===== src/rtl/input_controller.sv =====
// input_controller: panel buttons/switches -> CONV_U/CK_PERM command bus for output_controller.
// Optional macro ROUND_ROBIN_EN selects rotating arbitration; default is fixed lowest-index priority.
module input_controller #(
    parameter int DEB_CYCLES  = 4,
    parameter int HOLD_CYCLES = 8
) (
    input  logic       CLK,
    input  logic       RST_N,
    input  logic [2:0] REQ_IN,
    input  logic       DEST_SW,
    input  logic       ALL_SW,
    output logic [1:0] CONV_U,
    output logic [2:0] CK_PERM,
    output logic       BUSY
);

    localparam int DW = $clog2(DEB_CYCLES + 1);
    localparam int HW = $clog2(HOLD_CYCLES + 1);
    localparam logic [DW-1:0] DEB_LAST  = DW'(DEB_CYCLES - 1);
    localparam logic [HW-1:0] HOLD_LAST = HW'(HOLD_CYCLES - 1);

    typedef enum logic [1:0] {S_IDLE, S_GRANT, S_HOLD, S_ALL} state_t;

    // Raw input bundle: [2:0] requests, [3] destination, [4] all-channels override.
    logic [4:0]    raw, sync_a, sync_b, deb;
    logic [DW-1:0] deb_cnt [5];

    assign raw = {ALL_SW, DEST_SW, REQ_IN};

    // NOTE: sequential state uses <= so every flop samples the values from before the edge.
    always_ff @(posedge CLK or negedge RST_N) begin
        if (!RST_N) begin
            sync_a <= '0;
            sync_b <= '0;
        end else begin
            sync_a <= raw;
            sync_b <= sync_a;
        end
    end

    // NOTE: the counter array is control state, so every element gets an explicit reset value.
    always_ff @(posedge CLK or negedge RST_N) begin
        if (!RST_N) begin
            for (int i = 0; i < 5; i++) deb_cnt[i] <= '0;
            deb <= '0;
        end else begin
            for (int i = 0; i < 5; i++) begin
                if (sync_b[i] == deb[i]) begin
                    deb_cnt[i] <= '0;
                end else if (deb_cnt[i] == DEB_LAST) begin
                    deb_cnt[i] <= '0;
                    deb[i]     <= sync_b[i];
                end else begin
                    deb_cnt[i] <= deb_cnt[i] + DW'(1);
                end
            end
        end
    end

    logic       deb_dest, deb_all;
    logic [2:0] req_q, req_rise, pending, grant_clr;
    logic       flush;
    logic [1:0] win;
    logic [2:0] win_oh;

    assign deb_dest = deb[3];
    assign deb_all  = deb[4];
    assign req_rise = deb[2:0] & ~req_q;
    assign win_oh   = 3'b001 << win;

    state_t          state, state_nxt;
    logic [HW-1:0]   hold_cnt, hold_nxt;
    logic [2:0]      perm_nxt;
    logic [1:0]      conv_nxt;
    logic            busy_nxt;

`ifdef ROUND_ROBIN_EN
    logic [1:0] rr_ptr;

    function automatic logic [1:0] wrap3(input logic [1:0] base, input logic [1:0] off);
        logic [2:0] s;
        s = {1'b0, base} + {1'b0, off};
        return (s >= 3'd3) ? 2'(s - 3'd3) : s[1:0];
    endfunction

    // Scan from the farthest offset down so the nearest pending channel after rr_ptr wins.
    always_comb begin
        win = rr_ptr;
        for (int k = 2; k >= 0; k--) begin
            if (pending[wrap3(rr_ptr, 2'(k))]) win = wrap3(rr_ptr, 2'(k));
        end
    end

    always_ff @(posedge CLK or negedge RST_N) begin
        if (!RST_N)                         rr_ptr <= '0;
        else if (state == S_GRANT && !deb_all) rr_ptr <= wrap3(win, 2'd1);
    end
`else
    always_comb begin
        if (pending[0])      win = 2'd0;
        else if (pending[1]) win = 2'd1;
        else                 win = 2'd2;
    end
`endif

    // Set wins over a same-cycle grant clear or override flush.
    always_ff @(posedge CLK or negedge RST_N) begin
        if (!RST_N) begin
            req_q   <= '0;
            pending <= '0;
        end else begin
            req_q   <= deb[2:0];
            pending <= (flush ? 3'b000 : (pending & ~grant_clr)) | req_rise;
        end
    end

    // NOTE: every output of this block is given a default first, so no path infers a latch.
    always_comb begin
        state_nxt = state;
        perm_nxt  = CK_PERM;
        conv_nxt  = CONV_U;
        busy_nxt  = BUSY;
        hold_nxt  = hold_cnt;
        grant_clr = '0;
        flush     = 1'b0;
        case (state)
            S_IDLE: begin
                perm_nxt = '0;
                conv_nxt = {deb_dest, 1'b0};
                busy_nxt = 1'b0;
                if (|pending) state_nxt = S_GRANT;
            end
            S_GRANT: begin
                if (!deb_all) begin
                    perm_nxt  = win_oh;
                    conv_nxt  = {deb_dest, 1'b0};
                    busy_nxt  = 1'b1;
                    grant_clr = win_oh;
                    hold_nxt  = HOLD_LAST;
                    state_nxt = S_HOLD;
                end
            end
            S_HOLD: begin
                if (hold_cnt == '0) state_nxt = S_IDLE;
                else                hold_nxt  = hold_cnt - HW'(1);
            end
            S_ALL: begin
                perm_nxt = 3'b111;
                conv_nxt = {deb_dest, 1'b1};
                busy_nxt = 1'b1;
                if (!deb_all) begin
                    state_nxt = S_IDLE;
                    flush     = 1'b1;
                end
            end
        endcase
        // The override pre-empts whatever the current state decided.
        if (deb_all) state_nxt = S_ALL;
    end

    always_ff @(posedge CLK or negedge RST_N) begin
        if (!RST_N) begin
            state    <= S_IDLE;
            hold_cnt <= '0;
            CK_PERM  <= '0;
            CONV_U   <= '0;
            BUSY     <= 1'b0;
        end else begin
            state    <= state_nxt;
            hold_cnt <= hold_nxt;
            CK_PERM  <= perm_nxt;
            CONV_U   <= conv_nxt;
            BUSY     <= busy_nxt;
        end
    end

endmodule

===== config.mk =====
export PLATFORM = sky130hd
export DESIGN_NAME = input_controller
export DESIGN_NICKNAME = d
export VERILOG_FILES = /design/src/rtl/input_controller.sv
export SDC_FILE = /design/constraint.sdc
export NUM_CORES = 1
export LEC_CHECK = 0
export CAP_MARGIN = 20
export CORE_UTILIZATION = 53
export CTS_CLUSTER_SIZE = 10
export DETAILED_ROUTE_END_ITERATION = 7
export GPL_TIMING_DRIVEN = 1
export PLACE_DENSITY = 0.71
export RECOVER_POWER = 25
export SLEW_MARGIN = 5
export SYNTH_ARGS = -nofsm -noshare
export SYNTH_HDL_FRONTEND = slang
export SYNTH_SLANG_ARGS = --single-unit

===== constraint.sdc =====
create_clock -name CLK -period 1.5 [get_ports CLK]
set_input_delay 0.15 -clock CLK [delete_from_list [all_inputs] [get_ports CLK]]
set_output_delay 0.15 -clock CLK [all_outputs]
set_load 0.01 [all_outputs]

==> results.yml, run 1 <==
worst_setup_path:
  required_ns: 1.35
  crit_family: "buffers and inverters"
  r2r-end: "CONV_U[1]$_DFFE_PN0P_"
  crit_type: "reg -> out"
  critPathArrivalTime_ns: 1.27
  reg2reg_slack_ns: 0.13
  crit_buf_inv: 1
  critPathMaxFanout: 2
  reg2reg_from: "state[0]$_DFFE_PN0P_"
  endpoint_kind: "output pin"
  r2r_cells: 3
  critPathLaunchType: "flip-flop"
  cp_cell_sequence: "clkdlybuf4s50_1"
  critPathMaxStageDelay_ns: 0.54
  slowest_stage: "clkdlybuf4s50_1"
global_route:
  grt_max_degree: 49
  grt_usage_pct: 18.2
  grt_remaining_overflow: 0
  antenna_found_initial: 0
  grt_pass1_wl_um: 4760
  grt_pass1_vias: 1130
synthesis:
  syn-instance-count: 150
  synth_top_family_by_area: "simple AND/OR/NAND/NOR gates"
  syn_nets: 163
  ys_seq_area_share_pct: 64.5
  synth_mux_area_share_pct: 2.55
  ys_types: 27
  synthAdderAreaFrac_pct: 4.03
  synth_xor_xnor_area_share_pct: 2.35
  synthSimpleGateAreaFrac_pct: 13.0
  synth-compound-area-share_pct: 10.2
  synth-warning-count: 0
  syn_area_per_cell_um2: 12.4
  netlist_area_mm2: 0.00186
  synth_seq_cells: 48
routing:
  drcViolationCount: 0
  routedWlPerCell_um: 12.8
  routed_via_density: 5.27
  drt_first_pass_iters: 4
  drt_iter0_markers: 49
  final_antenna_net_count: 0
  drt_wl_total_um: 2810
  vias: 1160
placed_design:
  gp_congestion: 0.758
  io_buffer_count: 12
  placed_cells: 208
  dpl.hpwl_um: 1970
timing:
  max_slew.worst_pin.slew_ns: 1.02
  relSlewSlack_pct: 31.8
  setup_viol_count_final: 0
  rsz0062_at_grt: "no"
  drv_slew: 0
  timing.fmax_mhz: 703
  period_share_pct: 94.8
  tns_ns: 0
  final_hold_viol_count: 0
  skew_ns: 0.0159
  layout_min_cycle_time_ns: 1.42
hold_path:
  holdPathEnd: "sync_a[1]$_DFF_PN0_"
  hp-class: "in -> reg"
  min_from: "REQ_IN[1]"
  min_path_cells: 1
final_layout:
  final_cell_mix: "48 x dfrtp_1, 11 x inv_1, 11 x nand2_1, 11 x o21ai_0, 10 x nor3b_1"
  final_nets: 186
  finalNonFillerCells: 220
  multi_input_area_um2: 604
  layout-drive-gt1-share_pct: 11.5
  layout_commonest_cell: "dfrtp_1"
  area_growth_pct: 15.3
  num_antenna_cells: 0
  seq_area_mm2: 0.00120
  fillers: 284
run_status:
  status: "completed"
clock_network:
  clockBufferDepth: 2
  htree_levels: 2
  numCtsBuffers: 5
  cts-root-buf: "clkbuf_4"
  clock_sinks: 48
  clk_pin_slew_ns: 0.15
  clk_latency_ns: 0.37
  tritoncts: "built"
floorplan:
  die_area_mm2: 0.00376
  fp-row-count: 21
  start_util_pct: 55.4
  die_w_um: 61.3
  core_mm2: 0.00336
  ios: 13
  dieHeight_um: 61.3
power_and_ir_drop:
  powerDensity_mw_per_mm2: 1920
  p_leak_nw: 1.01
  ir_worst_vdd_uv: 1050
flow_run:
  drv_cap: 0
==> report_power, final <==
part / leakage, nW / switching [mW] / internal [mW]
registers: 0.588 / 0.379 / 1.72
clock network: 0.0305 / 0.402 / 0.228
logic: 0.392 / 0.650 / 0.753
==> worst register-to-register path, delay by kind of cell (launching register included) <==
kind | cells | cell delay [ns]
compound gates | 1 | 0.18
flops | 1 | 0.68
mux | 1 | 0.31
simple gates | 1 | 0.10
==> worst max-delay path by stage <==
stage	cells past startpoint	to	from	slack (ns)
after floorplan	5	hold_cnt[1]$_DFFE_PN0P_	hold_cnt[0]$_DFFE_PN0P_	0.30
after global placement	3	CONV_U[1]$_DFFE_PN0P_	state[0]$_DFFE_PN0P_	0.21
after detailed placement	5	hold_cnt[1]$_DFFE_PN0P_	hold_cnt[0]$_DFFE_PN0P_	0.09
after CTS	1	CK_PERM[2]	CK_PERM[2]$_DFFE_PN0P_	0.02
after global routing	1	CONV_U[1]	CONV_U[1]$_DFFE_PN0P_	0.009
final	1	CONV_U[1]	CONV_U[1]$_DFFE_PN0P_	0.08
==> registers in the layout (all words and copies together) (netlist names) <==
signal	count
sync_a	5
pending	3
deb_cnt	15
state	2
deb	5
CONV_U	2
BUSY	1
sync_b	5
CK_PERM	3
req_q	3
hold_cnt	4
==> per-layer routing <==
layer | up-vias | track usage, % | part of all wire [%]
met5 | - | 0 | 0
li1 | 556 | - | -
met3 | 4 | 9.03 | 3.9
met1 | 584 | 19.5 | 43
met2 | 16 | 30.3 | 52
met4 | 0 | 8.12 | 1.0
==> cell type report <==
type | count | share of cell area [%]
Sequential cell | 48 | 55.9
Timing Repair Buffer | 19 | 8.27
Tap cell | 46 | 2.68
Clock inverter | 2 | 0.699
Inverter | 11 | 1.92
Multi-Input combinational cell | 88 | 28.1
Clock buffer | 6 | 2.39
==> synth_stat cells (all sizes together) <==
cell / count / share of area, %
dfrtp: 48 / 64
inv: 11 / 2.2
nand2: 11 / 2.2
nor3b: 11 / 4.4
o21ai: 11 / 3.0
nor2b: 9 / 3.4
a21oi: 8 / 2.1
nor3: 7 / 1.9
ha: 6 / 4.0
xnor2: 5 / 2.4
buf: 3 / 1.1
mux2: 3 / 2.0
a22o: 2 / 0.94
nand2b: 2 / 0.67
nor2: 2 / 0.40
o211ai: 2 / 0.81
o31ai: 2 / 0.81
a21o: 1 / 0.40
a221o: 1 / 0.54
a22oi: 1 / 0.40
a32oi: 1 / 0.47
mux2i: 1 / 0.54
o21bai: 1 / 0.40
o22ai: 1 / 0.34
==> metrics by stage <==
| step | power [mW] | setup slack (ns) | utilization [%] | cell area, µm² | hold slack, ns |
|---|---|---|---|---|---|
| after global routing | 4.48 | 0.00914 | 63.9 | 2150 | 0.287 |
| after CTS | 4.14 | 0.0167 | 63.2 | 2130 | 0.187 |
| after global placement | 3.40 | 0.213 | 60.9 | 2050 | 0.147 |
| after detailed placement | 3.51 | 0.0892 | 60.9 | 2050 | 0.150 |
| final | 4.13 | 0.0783 | 63.9 | 2150 | 0.321 |
| after floorplan | 3.03 | 0.301 | - | 1860 | -0.146 |
==> what timing repair did <==
action	in CTS	in global routing
buffers inserted	0	3
gates resized for setup	0	5
hold endpoints to repair	48	0
hold buffers	1	0
endpoints found under the setup margin	0	7
==> kinds of logic after synthesis <==
group           after synthesis
flops                        48
simple gates                 42
compound gates               31
buf+inv                      14
fa+ha+maj                     6
xor+xnor                      5
mux                           4
Power figures use the tool's default switching activity.
==> run 2: changes to the inputs <==
--- a/config.mk
+++ b/config.mk
@@ -6,11 +6,11 @@
 export NUM_CORES = 1
 export LEC_CHECK = 0
 export CAP_MARGIN = 20
-export CORE_UTILIZATION = 53
+export CORE_UTILIZATION = 56
 export CTS_CLUSTER_SIZE = 10
 export DETAILED_ROUTE_END_ITERATION = 7
 export GPL_TIMING_DRIVEN = 1
-export PLACE_DENSITY = 0.71
+export PLACE_DENSITY = 0.74
 export RECOVER_POWER = 25
 export SLEW_MARGIN = 5
 export SYNTH_ARGS = -nofsm -noshare
==> constraint.sdc (replaced) <==
create_clock -name CLK -period 1.5 [get_ports CLK]
set_input_delay 0.15 -clock CLK [delete_from_list [all_inputs] [get_ports CLK]]
set_output_delay 0.15 -clock CLK [all_outputs]
set_load 0.02 [all_outputs]
==> results.yml, run 2 (synthesis results as in run 1) <==
final_layout:
  top_register: "deb_cnt"
  area_growth_pct: 13.7
  layout_commonest_cell: "dfrtp_1"
  final_cell_mix: "48 x dfrtp_1, 11 x inv_1, 11 x nand2_1, 11 x o21ai_0, 11 x nor3b_1"
  largest_reg_flops: 15
  final_nets: 184
  layout-drive-gt1-share_pct: 8.14
  num_antenna_cells: 0
routing:
  routed_via_density: 5.28
  drt_iter0_markers: 23
  drt_first_pass_iters: 4
  final_antenna_net_count: 0
  drcViolationCount: 0
  routedWlPerCell_um: 12.6
  drt_wl_total_um: 2720
  vias: 1141
timing:
  tns_ns: 0
  rsz0062_at_grt: "no"
  relSlewSlack_pct: 32.2
  layout_min_cycle_time_ns: 1.39
  final_hold_viol_count: 0
  skew_ns: 0.0111
  drv_slew: 0
  period_share_pct: 92.8
  max_slew.worst_pin.slew_ns: 1.02
  setup_viol_count_final: 0
  timing.fmax_mhz: 718
global_route:
  grt_max_degree: 31
  grt_remaining_overflow: 0
  grt_pass1_wl_um: 4770
  grt_pass1_vias: 1128
  grt_usage_pct: 19.1
  antenna_found_initial: 0
worst_setup_path:
  reg2reg_from: "hold_cnt[0]$_DFFE_PN0P_"
  critPathArrivalTime_ns: 1.62
  critPathMaxStageDelay_ns: 0.44
  slowest_stage: "dfrtp_1"
  cp_cell_sequence: "inv_1 -> ha_1 -> nor3b_1 -> nand2b_1 -> o211ai_1"
  endpoint_kind: "flip-flop"
  r2r-end: "hold_cnt[1]$_DFFE_PN0P_"
  critPathMaxFanout: 5
  required_ns: 1.73
  reg2reg_slack_ns: 0.11
  r2r_cells: 5
  crit_type: "reg -> reg"
  critPathLaunchType: "flip-flop"
clock_network:
  cts-root-buf: "clkbuf_4"
  clockBufferDepth: 2
  numCtsBuffers: 5
  clk_pin_slew_ns: 0.12
  clock_sinks: 48
  clk_latency_ns: 0.35
  tritoncts: "built"
  htree_levels: 2
power_and_ir_drop:
  power_switching_mw: 1.43
  p_leak_nw: 0.988
  power_mw: 4.08
  pwr-share-seq_pct: 51.1
  powerDensity_mw_per_mm2: 1930
  power.internal_mw: 2.65
  ir_worst_vdd_uv: 935
  clkPwrFrac_pct: 14.4
  p_sw_share_pct: 35.1
  power_frac_comb_pct: 34.4
hold_path:
  hp-class: "in -> reg"
  min_from: "DEST_SW"
  min_path_cells: 1
  holdPathEnd: "sync_a[3]$_DFF_PN0_"
floorplan:
  core_mm2: 0.00310
  ios: 13
  start_util_pct: 60.0
  fp-row-count: 20
  dieHeight_um: 59.7
  die_w_um: 59.7
  die_area_mm2: 0.00356
flow_run:
  drv_cap: 0
run_status:
  status: "completed"
placed_design:
  gp_congestion: 0.786
  dpl.hpwl_um: 2040
  io_buffer_count: 12
-- run 2: routing by layer --
layer | track usage (%) | up-vias | part of all wire (%)
met5 | 0 | - | 0
met4 | 12.0 | 0 | 0.88
met3 | 4.55 | 2 | 3.8
met2 | 33.7 | 19 | 53
met1 | 20.3 | 567 | 42
li1 | - | 553 | -
-- run 2: what timing repair did --
action,4_1_cts,5_1_grt
hold buffers,1,0
endpoints found under the hold margin,18,0
setup buffers,0,0
endpoints found under the setup margin,5,1
gates resized for setup,5,1
-- run 2: area by class of cell --
type / count / area (µm²)
Sequential cell: 48 / 1200
Inverter: 11 / 41.3
Tap cell: 44 / 55.1
Multi-Input combinational cell: 88 / 599
Timing Repair Buffer: 17 / 163
Clock buffer: 8 / 58.8
Fill cell: 279 / 985
-- run 2: worst max path at each step --
| stage | end | from | depth (start not counted) | slack [ns] |
|---|---|---|---|---|
| 4_1_cts | CK_PERM[1] | CK_PERM[1]$_DFFE_PN0P_ | 1 | 0.02 |
| 3_5_place_dp | hold_cnt[1]$_DFFE_PN0P_ | hold_cnt[0]$_DFFE_PN0P_ | 5 | 0.11 |
| 5_1_grt | hold_cnt[1]$_DFFE_PN0P_ | hold_cnt[0]$_DFFE_PN0P_ | 5 | 0.0009 |
| 6_report | hold_cnt[1]$_DFFE_PN0P_ | hold_cnt[0]$_DFFE_PN0P_ | 5 | 0.11 |
| 3_3_place_gp | hold_cnt[0]$_DFFE_PN0P_ | hold_cnt[0]$_DFFE_PN0P_ | 5 | 0.27 |
| 2_1_floorplan | hold_cnt[1]$_DFFE_PN0P_ | hold_cnt[0]$_DFFE_PN0P_ | 5 | 0.30 |
-- run 2: worst max-delay path: cells and delay by family, from the launching register on --
| kind | cells | cell delay [ns] |
|---|---|---|
| compound gates | 1 | 0.10 |
| flops | 1 | 0.44 |
| simple gates | 2 | 0.48 |
| fa+ha+maj | 1 | 0.18 |
| buf+inv | 1 | 0.07 |
-- run 2: metrics by stage --
step                      instance area, µm²  hold WS, ns  utilization [%]  instances  setup slack (ns)
after floorplan                         1860       -0.146                -        150             0.301
after global placement                  2050        0.107             66.2        207             0.267
after detailed placement                2050        0.107             66.2        207             0.114
after CTS                               2120        0.200             68.2        216            0.0150
after global routing                    2120        0.317             68.3        216          0.000934
final                                   2120        0.345             68.3        216             0.108
-- run 2: power groups by stage --
stage	Combinational [mW]	Clock, mW	Sequential [mW]
after global placement	1.39	0	2.08
final	1.41	0.589	2.09
after detailed placement	1.48	0	2.12
after floorplan	0.992	0	2.10
after global routing	1.62	0.670	2.15
after CTS	1.44	0.626	2.09
==> run 3: changes to the inputs <==
--- a/config.mk
+++ b/config.mk
@@ -10,7 +10,7 @@
 export CTS_CLUSTER_SIZE = 10
 export DETAILED_ROUTE_END_ITERATION = 7
 export GPL_TIMING_DRIVEN = 1
-export PLACE_DENSITY = 0.74
+export PLACE_DENSITY = 0.78
 export RECOVER_POWER = 25
 export SLEW_MARGIN = 5
 export SYNTH_ARGS = -nofsm -noshare
==> results.yml, run 3 (synthesis results as in run 1) <==
routing:
  drt_wl_total_um: 2750
  drt_first_pass_iters: 6
  drcViolationCount: 0
  routed_via_density: 5.30
  routedWlPerCell_um: 12.8
  final_antenna_net_count: 0
  drt_iter0_markers: 53
  vias: 1140
worst_setup_path:
  crit_family: "flip-flops"
  critPathLaunchType: "flip-flop"
  endpoint_kind: "flip-flop"
  critPathMaxFanout: 14
  critPathMaxStageDelay_ns: 0.61
  required_ns: 1.76
  slowest_stage: "dfrtp_1"
  crit_type: "reg -> reg"
  cp_cell_sequence: "nor2b_4 -> a21oi_1 -> mux2_4"
  critPathArrivalTime_ns: 1.62
  crit_buf_inv: 0
final_layout:
  area_growth_pct: 13.8
  largest_reg_flops: 15
  num_antenna_cells: 0
  fillers: 248
  final_nets: 183
  top_register: "deb_cnt"
  finalNonFillerCells: 215
  layout_commonest_cell: "dfrtp_1"
  final_cell_mix: "48 x dfrtp_1, 11 x inv_1, 11 x nand2_1, 11 x o21ai_0, 10 x nor3b_1"
  layout-drive-gt1-share_pct: 9.94
  fin_util_pct: 68.3
global_route:
  grt_remaining_overflow: 0
  grt_pass1_vias: 1136
  grt_pass1_wl_um: 4750
  grt_max_degree: 27
  antenna_found_initial: 0
  grt_usage_pct: 18.7
clock_network:
  post_cts_buffers: 0
  cts-root-buf: "clkbuf_4"
  tritoncts: "built"
  clk_latency_ns: 0.35
  clockBufferDepth: 2
  clk_pin_slew_ns: 0.13
  clock_sinks: 48
  htree_levels: 2
  numCtsBuffers: 5
flow_run:
  drv_cap: 0
floorplan:
  die_w_um: 59.7
  core_mm2: 0.00310
  die_area_mm2: 0.00356
  dieHeight_um: 59.7
  fp-row-count: 20
  ios: 13
  start_util_pct: 60.0
power_and_ir_drop:
  powerDensity_mw_per_mm2: 1920
  p_leak_nw: 0.993
  power_mw: 4.08
  ir_worst_vdd_uv: 909
timing:
  final_hold_viol_count: 0
  tns_ns: 0
  period_share_pct: 91.0
  rsz0062_at_grt: "no"
  timing.fmax_mhz: 733
  max_slew.worst_pin.slew_ns: 0.568
  fin_ws_ns: 0.135
  skew_ns: 0.0126
  drv_slew: 0
  setup_viol_count_final: 0
  layout_min_cycle_time_ns: 1.37
  relSlewSlack_pct: 62.2
placed_design:
  io_buffer_count: 12
  pre_cts_slack_ns: 0.0966
  placed_cells: 206
  gp_congestion: 0.789
  dpl.hpwl_um: 2020
run_status:
  status: "completed"
hold_path:
  hp-class: "in -> async"
==> run 3: per-stage QoR <==
stage | hold slack [ns] | area [µm²]
after global placement | 0.134 | 2050
after detailed placement | 0.148 | 2050
final | 0.310 | 2120
after floorplan | -0.146 | 1860
after global routing | 0.319 | 2120
after CTS | 0.202 | 2110
==> run 3: metal layers <==
layer	vias up	wire [µm]	track usage [%]
li1	559	-	-
met1	547	1230	21.1
met2	28	1340	31.4
met3	6	115	6.49
met4	0	61	8.97
met5	-	0	0
==> run 3: path summary, 6_finish.rpt <==
kind                                 startpoint                    end  slack (ns)  cells past startpoint
setup / recovery           state[1]$_DFFE_PN0P_  CONV_U[1]$_DFFE_PN0P_        0.13                      3
min in group CLK                        DEST_SW    sync_a[3]$_DFF_PN0_        0.34                      1
max in group asynchronous                 RST_N     req_q[1]$_DFF_PN0_        0.67                      3
setup reg to reg           state[1]$_DFFE_PN0P_  CONV_U[1]$_DFFE_PN0P_        0.13                      3
hold reg to reg             sync_a[4]$_DFF_PN0_    sync_b[4]$_DFF_PN0_        0.37                      0
hold / removal                            RST_N   deb_cnt[6]$_DFF_PN0_        0.31                      2
==> run 3: area by class of cell <==
| type | instances | area (µm²) | share of cell area (%) |
|---|---|---|---|
| sequential | 48 | 1200 | 56.7 |
| inverter | 11 | 41.3 | 1.95 |
| clock buffer | 6 | 51.3 | 2.42 |
| clock inverter | 2 | 10.0 | 0.472 |
| multi-input combinational | 88 | 604 | 28.5 |
| tap | 44 | 55.1 | 2.60 |
| timing repair buffer | 16 | 156 | 7.38 |
==> run 3: where the power goes <==
part / switching (mW) / internal, mW
Combinational: 0.686 / 0.675
Sequential: 0.403 / 1.72
Clock: 0.368 / 0.223
==> run 3: repair_timing <==
action                     4_1_cts  5_1_grt
hold endpoints to repair        22        0
hold buffers                     1        0
setup endpoints to repair        5        4
resized for setup                5        2
